<file path="src/rtl/minterm_table_engine.sv">
// ----------------------------------------------------------------------------
// minterm_table_engine
//   Programmable sum-of-minterms engine. A 2**NIN-deep table holds NOUT output
//   functions per input vector. The table is loaded serially, can be read at
//   random through a registered evaluation port, and can be streamed out in
//   full by an exhaustive sweep.
//
// Ports
//   clk, rst_n     clock (rising edge) and asynchronous active-low reset
//   cfg_start      pulse: begin table load (honoured only in IDLE)
//   cfg_valid      cfg_data holds the entry for the current load address
//   cfg_ready      engine accepts an entry this cycle (high only in LOAD)
//   cfg_data       entry {f[NOUT-1]..f[0]} for the current load address
//   cfg_done       one-cycle pulse after the last entry is written
//   eval_in        input vector for random-access evaluation
//   eval_out       table[eval_in], one cycle of latency
//   sweep_start    pulse: begin exhaustive sweep (honoured only in IDLE)
//   busy           engine is not in IDLE
//   sw_valid       sw_vec/sw_out/sw_last carry a sweep beat
//   sw_ready       downstream accepts the current sweep beat
//   sw_vec         current sweep input vector
//   sw_out         table[sw_vec]
//   sw_last        current beat is the all-ones vector
//
// Handshakes: a beat transfers on a rising edge where valid and ready are both
// high. The producer keeps valid and its payload steady until that transfer;
// ready may change freely and never depends combinationally on valid.
// ----------------------------------------------------------------------------
module minterm_table_engine #(
    parameter int NIN  = 4,
    parameter int NOUT = 2
) (
    input  logic            clk,
    input  logic            rst_n,
    input  logic            cfg_start,
    input  logic            cfg_valid,
    output logic            cfg_ready,
    input  logic [NOUT-1:0] cfg_data,
    output logic            cfg_done,
    input  logic [NIN-1:0]  eval_in,
    output logic [NOUT-1:0] eval_out,
    input  logic            sweep_start,
    output logic            busy,
    output logic            sw_valid,
    input  logic            sw_ready,
    output logic [NIN-1:0]  sw_vec,
    output logic [NOUT-1:0] sw_out,
    output logic            sw_last
);

    localparam int             DEPTH     = 1 << NIN;
    localparam logic [NIN-1:0] LAST_ADDR = {NIN{1'b1}};

    typedef enum logic [1:0] {
        IDLE  = 2'd0,
        LOAD  = 2'd1,
        SWEEP = 2'd2
    } state_t;

    state_t          state;
    logic [NIN-1:0]  addr;
    logic [NOUT-1:0] tbl [DEPTH];

    // Control FSM and table storage. Reset clears the whole table so that a
    // load interrupted by reset never leaves a partially written table.
    always_ff @(posedge clk or negedge rst_n) begin
        if (!rst_n) begin
            state     <= IDLE;
            addr      <= '0;
            cfg_ready <= 1'b0;
            cfg_done  <= 1'b0;
            busy      <= 1'b0;
            sw_valid  <= 1'b0;
            for (int i = 0; i < DEPTH; i++) begin
                tbl[i] <= '0;
            end
        end else begin
            cfg_done <= 1'b0;
            case (state)
                IDLE: begin
                    // cfg_start has priority when both starts arrive together.
                    if (cfg_start) begin
                        state     <= LOAD;
                        addr      <= '0;
                        cfg_ready <= 1'b1;
                        busy      <= 1'b1;
                    end else if (sweep_start) begin
                        state    <= SWEEP;
                        addr     <= '0;
                        sw_valid <= 1'b1;
                        busy     <= 1'b1;
                    end
                end
                LOAD: begin
                    if (cfg_valid && cfg_ready) begin
                        tbl[addr] <= cfg_data;
                        // Leave before the counter would wrap.
                        if (addr == LAST_ADDR) begin
                            state     <= IDLE;
                            cfg_ready <= 1'b0;
                            busy      <= 1'b0;
                            cfg_done  <= 1'b1;
                        end else begin
                            addr <= addr + NIN'(1);
                        end
                    end
                end
                SWEEP: begin
                    if (sw_valid && sw_ready) begin
                        if (addr == LAST_ADDR) begin
                            state    <= IDLE;
                            sw_valid <= 1'b0;
                            busy     <= 1'b0;
                        end else begin
                            addr <= addr + NIN'(1);
                        end
                    end
                end
                default: begin
                    state     <= IDLE;
                    cfg_ready <= 1'b0;
                    busy      <= 1'b0;
                    sw_valid  <= 1'b0;
                end
            endcase
        end
    end

    // Random-access read. A write landing on the same entry in the same cycle
    // is not forwarded: the old contents are returned.
    always_ff @(posedge clk or negedge rst_n) begin
        if (!rst_n) begin
            eval_out <= '0;
        end else begin
            eval_out <= tbl[eval_in];
        end
    end

    // Sweep payload comes straight from the address register and the table;
    // neither changes during a stall, so the beat holds while sw_ready is low.
    // Outside a sweep the payload is forced to zero.
    always_comb begin
        sw_vec  = '0;
        sw_out  = '0;
        sw_last = 1'b0;
        if (sw_valid) begin
            sw_vec  = addr;
            sw_out  = tbl[addr];
            sw_last = (addr == LAST_ADDR);
        end
    end

endmodule

</file>
<file path="config.mk">
export PLATFORM = sky130hd
export DESIGN_NAME = minterm_table_engine
export DESIGN_NICKNAME = d
export VERILOG_FILES = /design/src/rtl/minterm_table_engine.sv
export SDC_FILE = /design/constraint.sdc
export NUM_CORES = 1
export LEC_CHECK = 0
export CAP_MARGIN = 25
export CELL_PAD_IN_SITES_DETAIL_PLACEMENT = 1
export CELL_PAD_IN_SITES_GLOBAL_PLACEMENT = 2
export CORE_MARGIN = 2
export CORE_UTILIZATION = 35
export DETAILED_ROUTE_END_ITERATION = 12
export PLACE_DENSITY = 0.79
export SETUP_SLACK_MARGIN = 0.4
export SLEW_MARGIN = 20
export SYNTH_ARGS = -nofsm -noshare
export SYNTH_HDL_FRONTEND = slang
export SYNTH_SLANG_ARGS = --single-unit
</file>
<file path="constraint.sdc">
create_clock -name clk -period 1.9 [get_ports clk]
set_input_delay 0.38 -clock clk [delete_from_list [all_inputs] [get_ports clk]]
set_output_delay 0.38 -clock clk [all_outputs]
set_load 0.01 [all_outputs]
</file>
==> results_dict.tcl <==
set metrics [dict create \
    nets 341 \
    yosys.area.top_type_share_pct 41.7 \
    dp_hpwl_um 5530 \
    drv_cap 0 \
    r2r_slack_ps 40 \
    hold_violations 0 \
    final_cells 419 \
    finalSetupViolCount 3 \
    yosysSeqAreaShare_pct 41.7 \
    cts_buffer_depth 2 \
    leakage_nw 1.90 \
    fin_setup_tns_ps -614 \
    numPortBuffers 24 \
    antenna_cells_inserted 0 \
    max-vdd-ir-drop_mv 0.572 \
    ios 25 \
    vias_per_cell 5.63 \
    antenna_found_initial 0 \
    wl_met3_um 443 \
    first_iter_violations 198 \
    avgSynthCellArea_um2 11.9 \
    power_mw 5.53 \
    ys_top_cells_by_count "dfrtp_1 (44), mux2_2 (32), nor2_1 (20)" \
    clock_latency_ps 320 \
    tightest_slew_ps 560 \
    cts_made_buffers 5 \
    area_delta_synth_final_pct 66.8 \
    dp_cells 377 \
    wl_met2_um 5210 \
    clockRootBuffer "clkbuf_8" \
    arrival_ps 1840 \
    timing.final.crit_share_pct 117 \
    path_clk_slew_ps 100 \
    ys_top_cells_by_area "dfrtp_1 (42%), mux2_2 (14%), mux4_2 (6.8%)" \
    skew_ps 13.9 \
    nFillCells 757 \
    dr.max_layer_used "met4" \
    required_ps 1520 \
    htree_levels 2 \
    grt_pass1_wl_um 15400 \
    grt_max_degree 25 \
    start_util_pct 36.2 \
    layout_setup_ws_ps -320 \
    drt-met1-wl_um 4410 \
    drtPass1Iterations 4 \
    postLayoutCoreUtil_pct 60.3 \
    syn_inst 221 \
    async_reset_ff_share_pct 100 \
    place_area_mm2 0.00338 \
    grt_pass1_vias 2552 \
    synth_area_leader_cell "dfrtp_1" \
    crit_fanout 7 \
    dpl_worst_slack_ps -263 \
    synth-edff-count 0 \
    regArea_mm2 0.00110 \
    gp_congestion 0.789 \
    clock-sinks 44 \
    multi_input_area_mm2 0.00204 \
    wire_per_inst_um 24.7 \
    start_kind "flip-flop" \
    hold_ws_ps 30.1 \
    fmax_ghz 0.450 \
    drv_slew 0 \
    rows 31 \
    ys_types 36 \
    period_minus_slack_ps 2220 \
    grt_overflow 0 \
    cts_tree "yes" \
    max_stage_delay_ps 510 \
    ys_seq_elements 44 \
    critical_path_buf_inv_count 2 \
    syn-num-nets 243 \
    finish.instance_area_mm2 0.00440 \
    drc 0 \
    syn_area_mm2 0.00264 \
    status "finished, violations left" \
    crit_chain "buf_12, mux4_2, mux2i_1, o22ai_1, buf_2" \
    yosysWarnings 0 \
    ant_nets 0 \
    critical_path_class "reg -> out" \
    rsz0062_at_grt "true" \
    slowest_stage "mux4_2" \
    die-area_mm2 0.00825 \
    min_path_type "in -> async" \
    p_per_area_mw_per_mm2 1260 \
    synth_most_common_cell "dfrtp_1" \
    grt_usage_pct 24.6 \
    die_w_um 90.8 \
    slew_headroom_pct 62.6 \
    core_area_mm2 0.00729 \
    die_h_um 90.8 \
    synth_ff_type "dfrtp_1" \
    failed_checks "negative setup slack" \
    cp-end-kind "output port" \
    vias 2359 \
    drive_above_1_share_pct 62.8 \
    crit_family "multiplexers" \
    postRouteWirelength_um 10400 \
]
-- registers in the layout, indices dropped and copies added (netlist names) --
name / count
busy: 1
eval_out: 2
cfg_ready: 1
addr: 4
state: 2
tbl: 32
sw_valid: 1
cfg_done: 1
-- worst paths after layout --
check / startpoint / end / cells after the start
setup reg to reg: state[0] / tbl[6] / 8
hold / removal: rst_n / busy / 1
max in group asynchronous: rst_n / tbl[1] / 2
setup / recovery: addr[0] / sw_out[1] / 5
hold reg to reg: busy / busy / 1
min in group clk: cfg_valid / cfg_done / 4
-- report_power, final --
part	switching [mW]	internal [mW]	leakage [nW]	total [mW]
Clock	0.369	0.390	0.0541	0.758
Combinational	1.65	1.82	1.25	3.47
Sequential	0.185	1.12	0.594	1.30
-- metal layers --
| metal | vias to the layer above | global-route usage, % |
|---|---|---|
| met5 | - | 0 |
| met4 | 0 | 7.70 |
| met3 | 25 | 3.84 |
| met2 | 96 | 42.7 |
| met1 | 1229 | 31.6 |
| li1 | 1009 | - |
-- placed cells by master (no fill, tap or decap), types with 4 or more instances in the layout --
cell | Yosys | final
buf_6 | 1 | 27
clkdlybuf4s50_1 | 0 | 7
inv_1 | 8 | 4
nor2_4 | 0 | 13
dlygate4sd2_1 | 0 | 6
mux4_2 | 8 | 10
buf_2 | 6 | 5
buf_4 | 0 | 46
buf_12 | 0 | 7
nor2_1 | 20 | 7
nand2_8 | 0 | 4
clkbuf_8 | 0 | 5
nand3_4 | 0 | 5
nor2b_1 | 6 | 5
ha_4 | 0 | 10
mux2_4 | 2 | 34
nand2_1 | 13 | 8
mux2i_1 | 12 | 10
dfrtp_1 | 44 | 42
nand4_1 | 7 | 7
-- cell type report --
class                           count  share of cell area, %
Multi-Input combinational cell    158                   46.3
Sequential cell                    44                   25.1
Timing Repair Buffer              102                   22.4
Tap cell                           99                   2.82
Clock buffer                        5                   1.56
Clock inverter                      3                  0.967
Inverter                            8                  0.853
-- cell families (layout without fill, tap and decap cells) --
family	Yosys count	after routing	synth area share [%]
compound gates	24	24	7.54
fa+ha+maj	10	10	4.74
buf+inv	19	118	3.27
flops	44	44	41.7
mux	58	58	30.2
simple gates	66	66	12.5
-- worst reg2reg max path, cell delays in order, from the launching register on --
cell and delay, ps:
dfrtp_2 470, buf_6 120, buf_6 90, ha_4 140, and3_4 230, buf_12 150, nand2_8 80, nor2_4 140
mux2_4 320
-- what timing repair did --
action,4_1_cts,5_1_grt
endpoints found under the setup margin,56,51
hold buffers,0,0
setup buffers,22,12
pin swaps,22,16
gates cloned,0,0
resized for setup,163,29
Note: power is estimated with default switching activity, not from simulation.
